## src/rtl/miss_classifier_pkg.sv

```systemverilog
// Shared types for the miss classifier: recommendation codes, stat selectors,
// access classes and the per-access classification rule.
package miss_classifier_pkg;

  typedef enum logic [1:0] {
    REC_KEEP      = 2'd0,
    REC_INC_ASSOC = 2'd1,
    REC_INC_SIZE  = 2'd2,
    REC_RSVD      = 2'd3
  } rec_code_e;

  typedef enum logic [1:0] {
    STAT_HIT        = 2'd0,
    STAT_COMPULSORY = 2'd1,
    STAT_CAPACITY   = 2'd2,
    STAT_CONFLICT   = 2'd3
  } stat_sel_e;

  // Encoding matches stat_sel_e so the snapshot can be indexed by either.
  typedef enum logic [1:0] {
    CLS_HIT        = 2'd0,
    CLS_COMPULSORY = 2'd1,
    CLS_CAPACITY   = 2'd2,
    CLS_CONFLICT   = 2'd3
  } miss_class_e;

  typedef enum logic [1:0] {
    ST_COUNT  = 2'd0,
    ST_DECIDE = 2'd1,
    ST_REPORT = 2'd2
  } mc_state_e;

  function automatic miss_class_e classify_access(input logic real_hit,
                                                  input logic full_assoc_hit,
                                                  input logic full_assoc_full);
    miss_class_e cls;
    if (real_hit) begin
      cls = CLS_HIT;
    end else if (full_assoc_hit) begin
      cls = CLS_CONFLICT;
    end else if (full_assoc_full) begin
      cls = CLS_CAPACITY;
    end else begin
      cls = CLS_COMPULSORY;
    end
    return cls;
  endfunction

endpackage

```

## src/rtl/miss_classifier_chk.sv

```systemverilog
// Elaboration-time parameter checks for miss_classifier.
module miss_classifier_chk #(
  parameter int CNT_W       = 16,
  parameter int WINDOW_LOG2 = 10
) ();

  // A full window must fit in a counter, otherwise class counts could wrap.
  if (WINDOW_LOG2 >= CNT_W) begin : g_bad_window
    $error("miss_classifier: WINDOW_LOG2 must be smaller than CNT_W");
  end

  if (WINDOW_LOG2 < 1) begin : g_tiny_window
    $error("miss_classifier: WINDOW_LOG2 must be at least 1");
  end

endmodule

```

## src/rtl/miss_classifier.sv

```systemverilog
// Classifies cache accesses against a shadow fully-associative tracker, counts
// classes per window and issues a resize/reassociate recommendation.
module miss_classifier
  import miss_classifier_pkg::*;
#(
  parameter int CNT_W       = 16,
  parameter int WINDOW_LOG2 = 10,
  parameter int CONF_SHIFT  = 1,
  parameter int CAP_SHIFT   = 1
) (
  input  logic             clk,
  input  logic             rst,
  input  logic             access_valid,
  input  logic             real_hit,
  input  logic             full_assoc_hit,
  input  logic             full_assoc_full,
  input  logic             cfg_clear,
  output logic             rec_valid,
  input  logic             rec_ready,
  output logic [1:0]       rec_code,
  output logic             rec_overrun,
  input  logic [1:0]       stat_sel,
  output logic [CNT_W-1:0] stat_data
);

  localparam int ACC_W = WINDOW_LOG2 + 1;
  localparam int SUM_W = CNT_W + 2;
  localparam logic [ACC_W-1:0] LAST_ACC = ACC_W'((1 << WINDOW_LOG2) - 1);

  miss_classifier_chk #(.CNT_W(CNT_W), .WINDOW_LOG2(WINDOW_LOG2)) u_chk ();

  logic [CNT_W-1:0] live_r     [4];
  logic [CNT_W-1:0] live_nxt_s [4];
  logic [CNT_W-1:0] snap_r     [4];
  logic [ACC_W-1:0] access_cnt_r;
  logic [CNT_W-1:0] stat_data_r;
  logic [SUM_W-1:0] miss_sum_s;
  miss_class_e      cls_s;
  rec_code_e        dec_s;
  rec_code_e        rec_code_r;
  mc_state_e        state_r;
  logic             win_close_s;
  logic             rec_valid_r;
  logic             rec_overrun_r;

  // Classification, next live counts, window-close detect and the decision.
  always_comb begin
    cls_s       = classify_access(real_hit, full_assoc_hit, full_assoc_full);
    win_close_s = access_valid && (access_cnt_r == LAST_ACC);
    for (int i = 0; i < 4; i++) begin
      if (access_valid && (cls_s == miss_class_e'(i))) begin
        live_nxt_s[i] = live_r[i] + CNT_W'(1'b1);
      end else begin
        live_nxt_s[i] = live_r[i];
      end
    end
    miss_sum_s = SUM_W'(snap_r[CLS_COMPULSORY]) + SUM_W'(snap_r[CLS_CAPACITY])
               + SUM_W'(snap_r[CLS_CONFLICT]);
    // Conflict takes priority: adding ways is cheaper than growing the cache.
    if (miss_sum_s == '0) begin
      dec_s = REC_KEEP;
    end else if (SUM_W'(snap_r[CLS_CONFLICT]) > (miss_sum_s >> CONF_SHIFT)) begin
      dec_s = REC_INC_ASSOC;
    end else if (SUM_W'(snap_r[CLS_CAPACITY]) > (miss_sum_s >> CAP_SHIFT)) begin
      dec_s = REC_INC_SIZE;
    end else begin
      dec_s = REC_KEEP;
    end
  end

  // Live counters, window snapshot, decision FSM and sticky overrun flag.
  always_ff @(posedge clk) begin
    if (rst) begin
      for (int i = 0; i < 4; i++) begin
        live_r[i] <= '0;
        snap_r[i] <= '0;
      end
      access_cnt_r  <= '0;
      state_r       <= ST_COUNT;
      rec_code_r    <= REC_KEEP;
      rec_valid_r   <= 1'b0;
      rec_overrun_r <= 1'b0;
    end else if (cfg_clear) begin
      for (int i = 0; i < 4; i++) begin
        live_r[i] <= '0;
      end
      access_cnt_r  <= '0;
      state_r       <= ST_COUNT;
      rec_valid_r   <= 1'b0;
      rec_overrun_r <= 1'b0;
    end else begin
      if (win_close_s) begin
        for (int i = 0; i < 4; i++) begin
          live_r[i] <= '0;
        end
        access_cnt_r <= '0;
      end else begin
        live_r <= live_nxt_s;
        if (access_valid) begin
          access_cnt_r <= access_cnt_r + ACC_W'(1'b1);
        end
      end

      // A window closing outside COUNT is dropped; only the flag records it.
      if (win_close_s && (state_r != ST_COUNT)) begin
        rec_overrun_r <= 1'b1;
      end

      case (state_r)
        ST_COUNT: begin
          if (win_close_s) begin
            snap_r  <= live_nxt_s;
            state_r <= ST_DECIDE;
          end
        end
        ST_DECIDE: begin
          rec_code_r  <= dec_s;
          rec_valid_r <= 1'b1;
          state_r     <= ST_REPORT;
        end
        ST_REPORT: begin
          if (rec_ready) begin
            rec_valid_r <= 1'b0;
            state_r     <= ST_COUNT;
          end
        end
        default: begin
          rec_valid_r <= 1'b0;
          state_r     <= ST_COUNT;
        end
      endcase
    end
  end

  // Registered snapshot readback.
  always_ff @(posedge clk) begin
    if (rst) begin
      stat_data_r <= '0;
    end else begin
      stat_data_r <= snap_r[stat_sel];
    end
  end

  assign rec_valid   = rec_valid_r;
  assign rec_code    = rec_code_r;
  assign rec_overrun = rec_overrun_r;
  assign stat_data   = stat_data_r;

endmodule

```

## config.mk

```make
export PLATFORM = sky130hd
export DESIGN_NAME = miss_classifier
export DESIGN_NICKNAME = d
export VERILOG_FILES = /design/src/rtl/miss_classifier_pkg.sv /design/src/rtl/miss_classifier_chk.sv /design/src/rtl/miss_classifier.sv
export SDC_FILE = /design/constraint.sdc
export NUM_CORES = 1
export LEC_CHECK = 0
export BUFFER_PORTS_ARGS = -buffer_cell sky130_fd_sc_hd__buf_4
export CAP_MARGIN = 20
export CORE_ASPECT_RATIO = 1.75
export CORE_MARGIN = 2
export CORE_UTILIZATION = 30
export DETAILED_ROUTE_END_ITERATION = 8
export GPL_TIMING_DRIVEN = 0
export PLACE_DENSITY = 0.55
export SLEW_MARGIN = 20
export SYNTH_ARGS = -nofsm -noshare
export SYNTH_HDL_FRONTEND = slang
export SYNTH_SLANG_ARGS = --single-unit
```

## constraint.sdc

```tcl
create_clock -name clk -period 3.9 [get_ports clk]
set_input_delay 0.195 -clock clk [delete_from_list [all_inputs] [get_ports clk]]
set_output_delay 0.195 -clock clk [all_outputs]
set_load 0.005 [all_outputs]
```

==> results of run 1 <==
registers in the layout, summed over array words and instances, names as in the netlist:
signal	cells
access_cnt_r	11
live_r	64
rec_code	2
rec_overrun	1
rec_valid	1
snap_r	64
stat_data	16
state_r	2
cell families (layout without fill, tap and decap cells):
| family | count (synthesis) | in the layout | share of synthesized area |
|---|---|---|---|
| flops | 161 | 161 | 0.393 |
| mux | 22 | 22 | 0.0513 |
| buf+inv | 66 | 136 | 0.0333 |
| fa+ha+maj | 68 | 68 | 0.119 |
| compound gates | 139 | 139 | 0.123 |
| xor+xnor | 81 | 81 | 0.0899 |
| simple gates | 332 | 332 | 0.190 |
worst min-delay path by stage:
| stage | startpoint | end |
|---|---|---|
| after floorplan | cfg_clear | access_cnt_r[8] |
| after global placement | cfg_clear | state_r[1] |
| after detailed placement | cfg_clear | rec_overrun |
| after CTS | rec_ready | rec_valid |
| after global routing | rec_ready | rec_valid |
| final | rec_ready | rec_valid |
metrics by stage:
step	hold WS (ns)	std cells	cell area, µm²	setup TNS, ns
2_1_floorplan	0.274	869	8230	0
5_1_grt	0.0482	1308	9720	-0.585
4_1_cts	0.0265	1307	9680	-0.535
3_5_place_dp	0.432	1266	8910	-0.957
6_report	0.0542	1308	9720	-0.380
3_3_place_gp	0.425	1265	8890	-0.921
worst max-delay path: stages, from the launching register on:
cell      delay (ns)
dfxtp_4         0.35
inv_2           0.04
fa_1            0.54
inv_1           0.05
ha_2            0.19
fa_2            0.34
a21o_1          0.21
a221o_2         0.45
xnor2_4         0.16
ha_4            0.28
a211o_1         0.16
o221ai_2        0.11
a21oi_1         0.14
o21ai_1         0.09
a211oi_2        0.29
nor4_4          0.07
a2111o_1        0.29
a32o_1          0.25
layer usage:
layer | vias up | part of all wire
met5 | - | 0
met4 | 0 | 0.041
met3 | 41 | 0.022
met2 | 105 | 0.58
met1 | 3049 | 0.36
li1 | 3194 | -
where the power goes:
| part | total, mW | leakage [nW] | switching (mW) | internal (mW) |
|---|---|---|---|---|
| Sequential | 1.65 | 1.31 | 0.00219 | 1.64 |
| Combinational | 0.0826 | 2.03 | 0.0579 | 0.0247 |
| Clock | 1.71 | 0.292 | 0.720 | 0.993 |
synth_stat cells, types with 3 or more instances:
cell type / count / share of area
ha_1: 50 / 0.076
nor3_1: 15 / 0.0092
inv_1: 27 / 0.012
o21a_1: 5 / 0.0046
nor2b_1: 19 / 0.014
nand3_1: 31 / 0.019
nand4_1: 20 / 0.015
buf_2: 15 / 0.0092
clkbuf_1: 20 / 0.0092
a21o_1: 5 / 0.0046
fa_1: 17 / 0.042
dfxtp_1: 161 / 0.39
xor2_1: 51 / 0.054
nand2_1: 38 / 0.017
or2_2: 4 / 0.0031
mux4_2: 16 / 0.044
o221ai_1: 3 / 0.0032
xnor2_1: 28 / 0.030
mux2i_1: 6 / 0.0073
a21oi_1: 19 / 0.012
nor2_1: 170 / 0.078
a211oi_1: 66 / 0.060
and3_1: 13 / 0.0099
o21ai_0: 14 / 0.0085
cell type report:
type | instances | share of cell area
sequential | 161 | 0.335
tap | 369 | 0.0475
clock inverter | 12 | 0.0151
multi-input combinational | 642 | 0.497
inverter | 27 | 0.0104
timing repair buffer | 38 | 0.0300
buffer | 39 | 0.0176
clock buffer | 20 | 0.0470
repair_timing:
| action | in CTS | in global routing |
|---|---|---|
| pin swaps | 12 | 9 |
| resized for setup | 28 | 16 |
| setup endpoints to repair | 2 | 2 |
| hold endpoints to repair | 3 | 0 |
| setup buffers | 8 | 1 |
| hold buffers | 1 | 0 |
==> metrics.md, run 1 <==
| Metric | Value |
|---|---|
| Status | `finished, violations left` |
| Failing checks | `negative setup slack` |
| Slew headroom | `0.370` |
| Area Overhead vs Synth | `18.5%` |
| Worst Skew | `~0.0094 ns` |
| N_diodes | `0` |
| Worst skew pair latency | `0.44 ns` |
| Pleak | `~3.6 nW` |
| Sequential cell area | `between 0.003 and 0.004 mm²` |
| H-tree Lvls | `4` |
| Top_reg_cell synth | `dfxtp_1` |
| Post-Place Worst Slack | `-0.551 ns` |
| TritonCTS clock tree | `done` |
| Gr usage total | `0.166` |
| Setup crit end kind | `flop` |
| DRT iter0 DRCs | `about 300` |
| Tcrit/Tclk final | `1.06` |
| CTS buffer count | `17` |
| DRT Wirelength | `22.7 mm` |
| Pwr/cell area | `approximately 350 mW/mm²` |
| Syn Inst Count | `slightly below 900` |
| Max VDD drop | `slightly below 0.3 mV` |
| Worst reg2reg path startpoint | `snap_r[1]` |
| Final setup margin | `-0.219 ns` |
| Setup crit start kind | `flop` |
| Routed vias | `around 6400` |
| Port-buffer cells | `27` |
| Multi-input combinational cell area | `between 0.004 and 0.005 mm²` |
| Final net count | `around 1000` |
| Final setup fails | `2` |
| Boundary Pins | `30` |
| Fin. Hold Viols | `0` |
| M3 GR Usage | `0.0320` |
| R2R depth | `17` |
| Met2 usage | `0.323` |
| Drc violations | `0` |
| CTS sink count | `161` |
| Cell Area, Synth | `between 0.008 and 0.009 mm²` |
| RR Endpoint | `rec_code[1]` |
| Grt peak-use layer | `met2` |
| Fmax | `around 0.24 GHz` |
| Max Cap Viol | `0` |
| First-pass GRT wire length | `35.6 mm` |
| Seq cells post-synth | `around 160` |
| Vias in the first global route | `6434` |
| Die Span Y | `223 µm` |
| R2R setup slack | `-0.22 ns` |
| Syn_nets | `946` |
| Largest net degree at the start of global routing | `17` |
| Vias/cell | `just under 5` |
| WL per Instance | `~17 µm` |
| Die area | `~0.029 mm²` |
| Crit Path Max Fanout | `4` |
| Post-synth EDFFs | `0` |
| Most common cell after layout, fill and taps aside | `nor2_1` |
| CP startpoint | `snap_r[1]` |
| CTS root buf | `clkbuf_16` |
| Initial Util | `0.302` |
| Drt first pass iters | `4` |
| Final Core Density | `0.358` |
| Critical Path RT | `between 4 and 5 ns` |
| Layout cells sized above 1 | `0.167` |
| Fin. max-slew vios | `0` |
| GP Congestion | `a little over 0.9` |
| Antenna-violating nets left | `0` |
| Most frequent cells in the layout | `nor2_1, dfxtp_1, a211oi_1` |
| Ys Warns | `0` |
| Width of the die | `about 130 µm` |
| Mean post-synth cell area | `9.43 µm²` |
| FP Rows | `80` |
| Grt total ovfl | `0` |
| GR Util met1 | `0.162` |
| Filler cells | `2781` |
| Initial antenna violation count | `0` |
| CORE AREA | `about 0.027 mm²` |
| Final Total Pwr | `roughly 3.4 mW` |
| Crit path DAT | `about 4.5 ns` |
| Tmin final | `between 4 and 5 ns` |
| Seq/Total Area, Yosys | `0.393` |
| Slew @ Worst Pin | `around 0.94 ns` |
| Hold path depth | `3` |
| CP Class | `flop to flop` |
| Yosys cell types | `66` |
| Max clock buf depth | `2` |
| Clk slew on worst S/H paths | `0.07 ns` |
| CP endpoint | `rec_code[1]` |
| RSZ-0062 raised after global routing | `true` |
| Post-DP HPWL | `roughly 18 mm` |
| HP Class | `input port to flop` |
| Ys async rst share | `0` |
Power figures use the tool's default switching activity.
==> inputs of run 2 (changes only) <==
--- a/config.mk
+++ b/config.mk
@@ -7,12 +7,14 @@
 export LEC_CHECK = 0
 export BUFFER_PORTS_ARGS = -buffer_cell sky130_fd_sc_hd__buf_4
 export CAP_MARGIN = 20
+export CELL_PAD_IN_SITES_DETAIL_PLACEMENT = 1
+export CELL_PAD_IN_SITES_GLOBAL_PLACEMENT = 1
 export CORE_ASPECT_RATIO = 1.75
 export CORE_MARGIN = 2
 export CORE_UTILIZATION = 30
 export DETAILED_ROUTE_END_ITERATION = 8
 export GPL_TIMING_DRIVEN = 0
-export PLACE_DENSITY = 0.55
+export PLACE_DENSITY = 0.65
 export SLEW_MARGIN = 20
 export SYNTH_ARGS = -nofsm -noshare
 export SYNTH_HDL_FRONTEND = slang
==> metrics.md, run 2 (synthesized netlist as in run 1, its figures left out) <==
| Metric | Value |
|---|---|
| CORE AREA | `0.0271 mm² (unchanged)` |
| CTS sink count | `161 (unchanged)` |
| Seq pwr share | `0.483 (+0.005)` |
| Fin. Hold Viols | `0 (unchanged)` |
| Final net count | `1006 (+0.30%)` |
| CTS buffer count | `17 (unchanged)` |
| Worst Skew | `0.0139 ns (+0.00446 ns)` |
| CP peak stage delay | `0.53 ns (about the same)` |
| Post-DP HPWL | `19.3 mm (+7.0%)` |
| Initial antenna violation count | `0 (unchanged)` |
| Layout cells sized above 1 | `0.174 (+0.00708)` |
| Fin. max-slew vios | `0 (unchanged)` |
| WHS | `0.0473 ns (-0.00684 ns)` |
| Critical Path RT | `4.24 ns (about the same)` |
| DRT iter0 DRCs | `238 (-21%)` |
| Most common cell after layout, fill and taps aside | `nor2_1` |
| Die Span Y | `223 µm (unchanged)` |
| Crit Path Max Fanout | `3 (-1)` |
| Cells after DPL | `1265 (-0.079%)` |
| Die area | `0.0287 mm² (unchanged)` |
| Most frequent cells in the layout | `nor2_1, dfxtp_1, a211oi_1` |
| Drt first pass iters | `4 (unchanged)` |
| Most Frequent Cell on Critical Path | `a21o_1` |
| Final Total Pwr | `3.41 mW (-0.83%)` |
| CP startpoint | `snap_r[1]` |
| Largest net degree at the start of global routing | `17 (unchanged)` |
| Psw | `791 µW (+1.4%)` |
| Max VDD drop | `0.316 mV (+5.9%)` |
| Hold path startpoint | `rec_ready` |
| Worst reg2reg path startpoint | `snap_r[1]` |
| TritonCTS clock tree | `done` |
| FP Rows | `80 (unchanged)` |
| Slowest-stage cell, CP | `fa_1` |
| N_diodes | `0 (unchanged)` |
| Clock power frac | `0.493 (-0.005)` |
| Max clock buf depth | `2 (unchanged)` |
| CP Class | `flop to flop` |
| Routed vias | `6542 (+2.4%)` |
| Pwr/cell area | `350 mW/mm² (-1.3%)` |
| Port-buffer cells | `27 (unchanged)` |
| Slew headroom | `0.394 (+0.0235)` |
| Comb power frac | `0.024 (about the same)` |
| Vias/cell | `4.99 (+2.2%)` |
| Drc violations | `0 (unchanged)` |
| Status | `finished, violations left` |
| Width of the die | `129 µm (unchanged)` |
| Worst skew pair latency | `0.45 ns (about the same)` |
| Initial Util | `0.302 (unchanged)` |
| CTS root buf | `clkbuf_16` |
| Failing checks | `negative setup slack` |
| Antenna-violating nets left | `0 (unchanged)` |
| Final Core Density | `0.360 (+0.00161)` |
| Sw Share | `0.232 (+0.00511)` |
| Final setup fails | `2 (unchanged)` |
| Max Cap Viol | `0 (unchanged)` |
| H-tree Lvls | `4 (unchanged)` |
| Sequential cell area | `0.00325 mm² (-0.19%)` |
| CP cell instances | `inv_2 > fa_1 > inv_1 > ha_2 > fa_2 > a21o_1 > a221oi_4 > o221ai_2 > a31o_2 > xnor2_2 > ha_4 > a21o_1 > a211o_1 > nor4_4 > a2111oi_2 > a22o_1` |
| DRT Wirelength | `24.4 mm (+7.7%)` |
| RSZ-0062 raised after global routing | `true` |
| Final setup margin | `-0.268 ns (-0.0491 ns)` |
| Gr usage total | `0.180 (+0.0141)` |
| Tmin final | `4.17 ns (+0.0491 ns)` |
| Multi-input combinational cell area | `0.00489 mm² (+1.1%)` |
| Cell-internal power | `2.62 mW (-1.5%)` |
| Filler cells | `3115 (+12%)` |
| Setup crit end kind | `flop` |
| Tcrit/Tclk final | `1.07 (+0.0126)` |
| Fmax | `0.240 GHz (-1.2%)` |
| GP Congestion | `0.869 (-4.3%)` |
| Boundary Pins | `30 (unchanged)` |
| First-pass GRT wire length | `38.6 mm (+8.4%)` |
| Crit path DAT | `4.51 ns (+0.06 ns)` |
| Pleak | `3.64 nW (+0.23%)` |
| HP Class | `input port to flop` |
| Setup crit start kind | `flop` |
| Clk slew on worst S/H paths | `0.07 ns (about the same)` |
| Slew @ Worst Pin | `0.910 ns (-0.0352 ns)` |
| WL per Instance | `18.6 µm (+7.5%)` |
| Area Overhead vs Synth | `19.1%` |
| Non-filler cells, final | `1310 (+0.15%)` |
| Vias in the first global route | `6994 (+8.7%)` |
| Grt total ovfl | `0 (unchanged)` |
==> run 2: path summary, 6_finish.rpt <==
kind	to	slack, ns	cells after the start
max reg2reg	rec_code[0]	-0.27	16
min	rec_valid	0.05	3
min reg2reg	snap_r[55]	0.51	2
max	rec_code[0]	-0.27	16
==> run 2: repair_timing <==
| action | 4_1_cts | 5_1_grt |
|---|---|---|
| endpoints found under the setup margin | 2 | 2 |
| hold endpoints to repair | 3 | 0 |
| hold buffers | 1 | 0 |
| gates resized for setup | 34 | 14 |
| setup buffers | 9 | 4 |
| pin swaps | 13 | 16 |
==> run 2: routing by layer <==
layer | track usage | vias up | share of wire
met2 | 0.343 | 90 | 0.56
met5 | 0 | - | 0
met1 | 0.180 | 3212 | 0.37
met3 | 0.0275 | 56 | 0.018
li1 | - | 3184 | -
met4 | 0.104 | 0 | 0.058
==> run 2: worst max-delay path, delay by kind of cell, from the launching register on <==
kind / cells / cell delay (ns)
buffers and inverters: 2 / 0.08
AND/OR/NAND/NOR: 1 / 0.34
adder cells (fa/ha/maj): 4 / 1.30
AO/OA/AOI/OAI: 8 / 1.77
flip-flops: 1 / 0.35
XOR/XNOR: 1 / 0.19
==> run 2: power groups by stage <==
stage	sequential (mW)	combinational [mW]	clock [mW]
final	1.65	0.0832	1.68
after global routing	1.65	0.0904	1.81
after CTS	1.65	0.0858	1.73
after detailed placement	1.68	0.0844	0
after global placement	1.68	0.0823	0
after floorplan	1.68	0.0474	0
==> run 2: area by class of cell <==
class,count,share of cell area
multi-input combinational,642,0.501
sequential,161,0.333
tap,369,0.0473
clock buffer,18,0.0440
timing repair buffer,41,0.0318
buffer,39,0.0176
clock inverter,13,0.0155
inverter,27,0.0104
==> run 2: metrics by stage <==
stage | instance area [µm²] | worst slack, ns | TNS [ns]
floorplan | 8230 | 0.00632 | 0
finish | 9760 | -0.268 | -0.510
global placement | 8890 | -0.604 | -1.06
CTS | 9690 | -0.293 | -0.547
detailed placement | 8900 | -0.643 | -1.14
global route | 9760 | -0.370 | -0.724
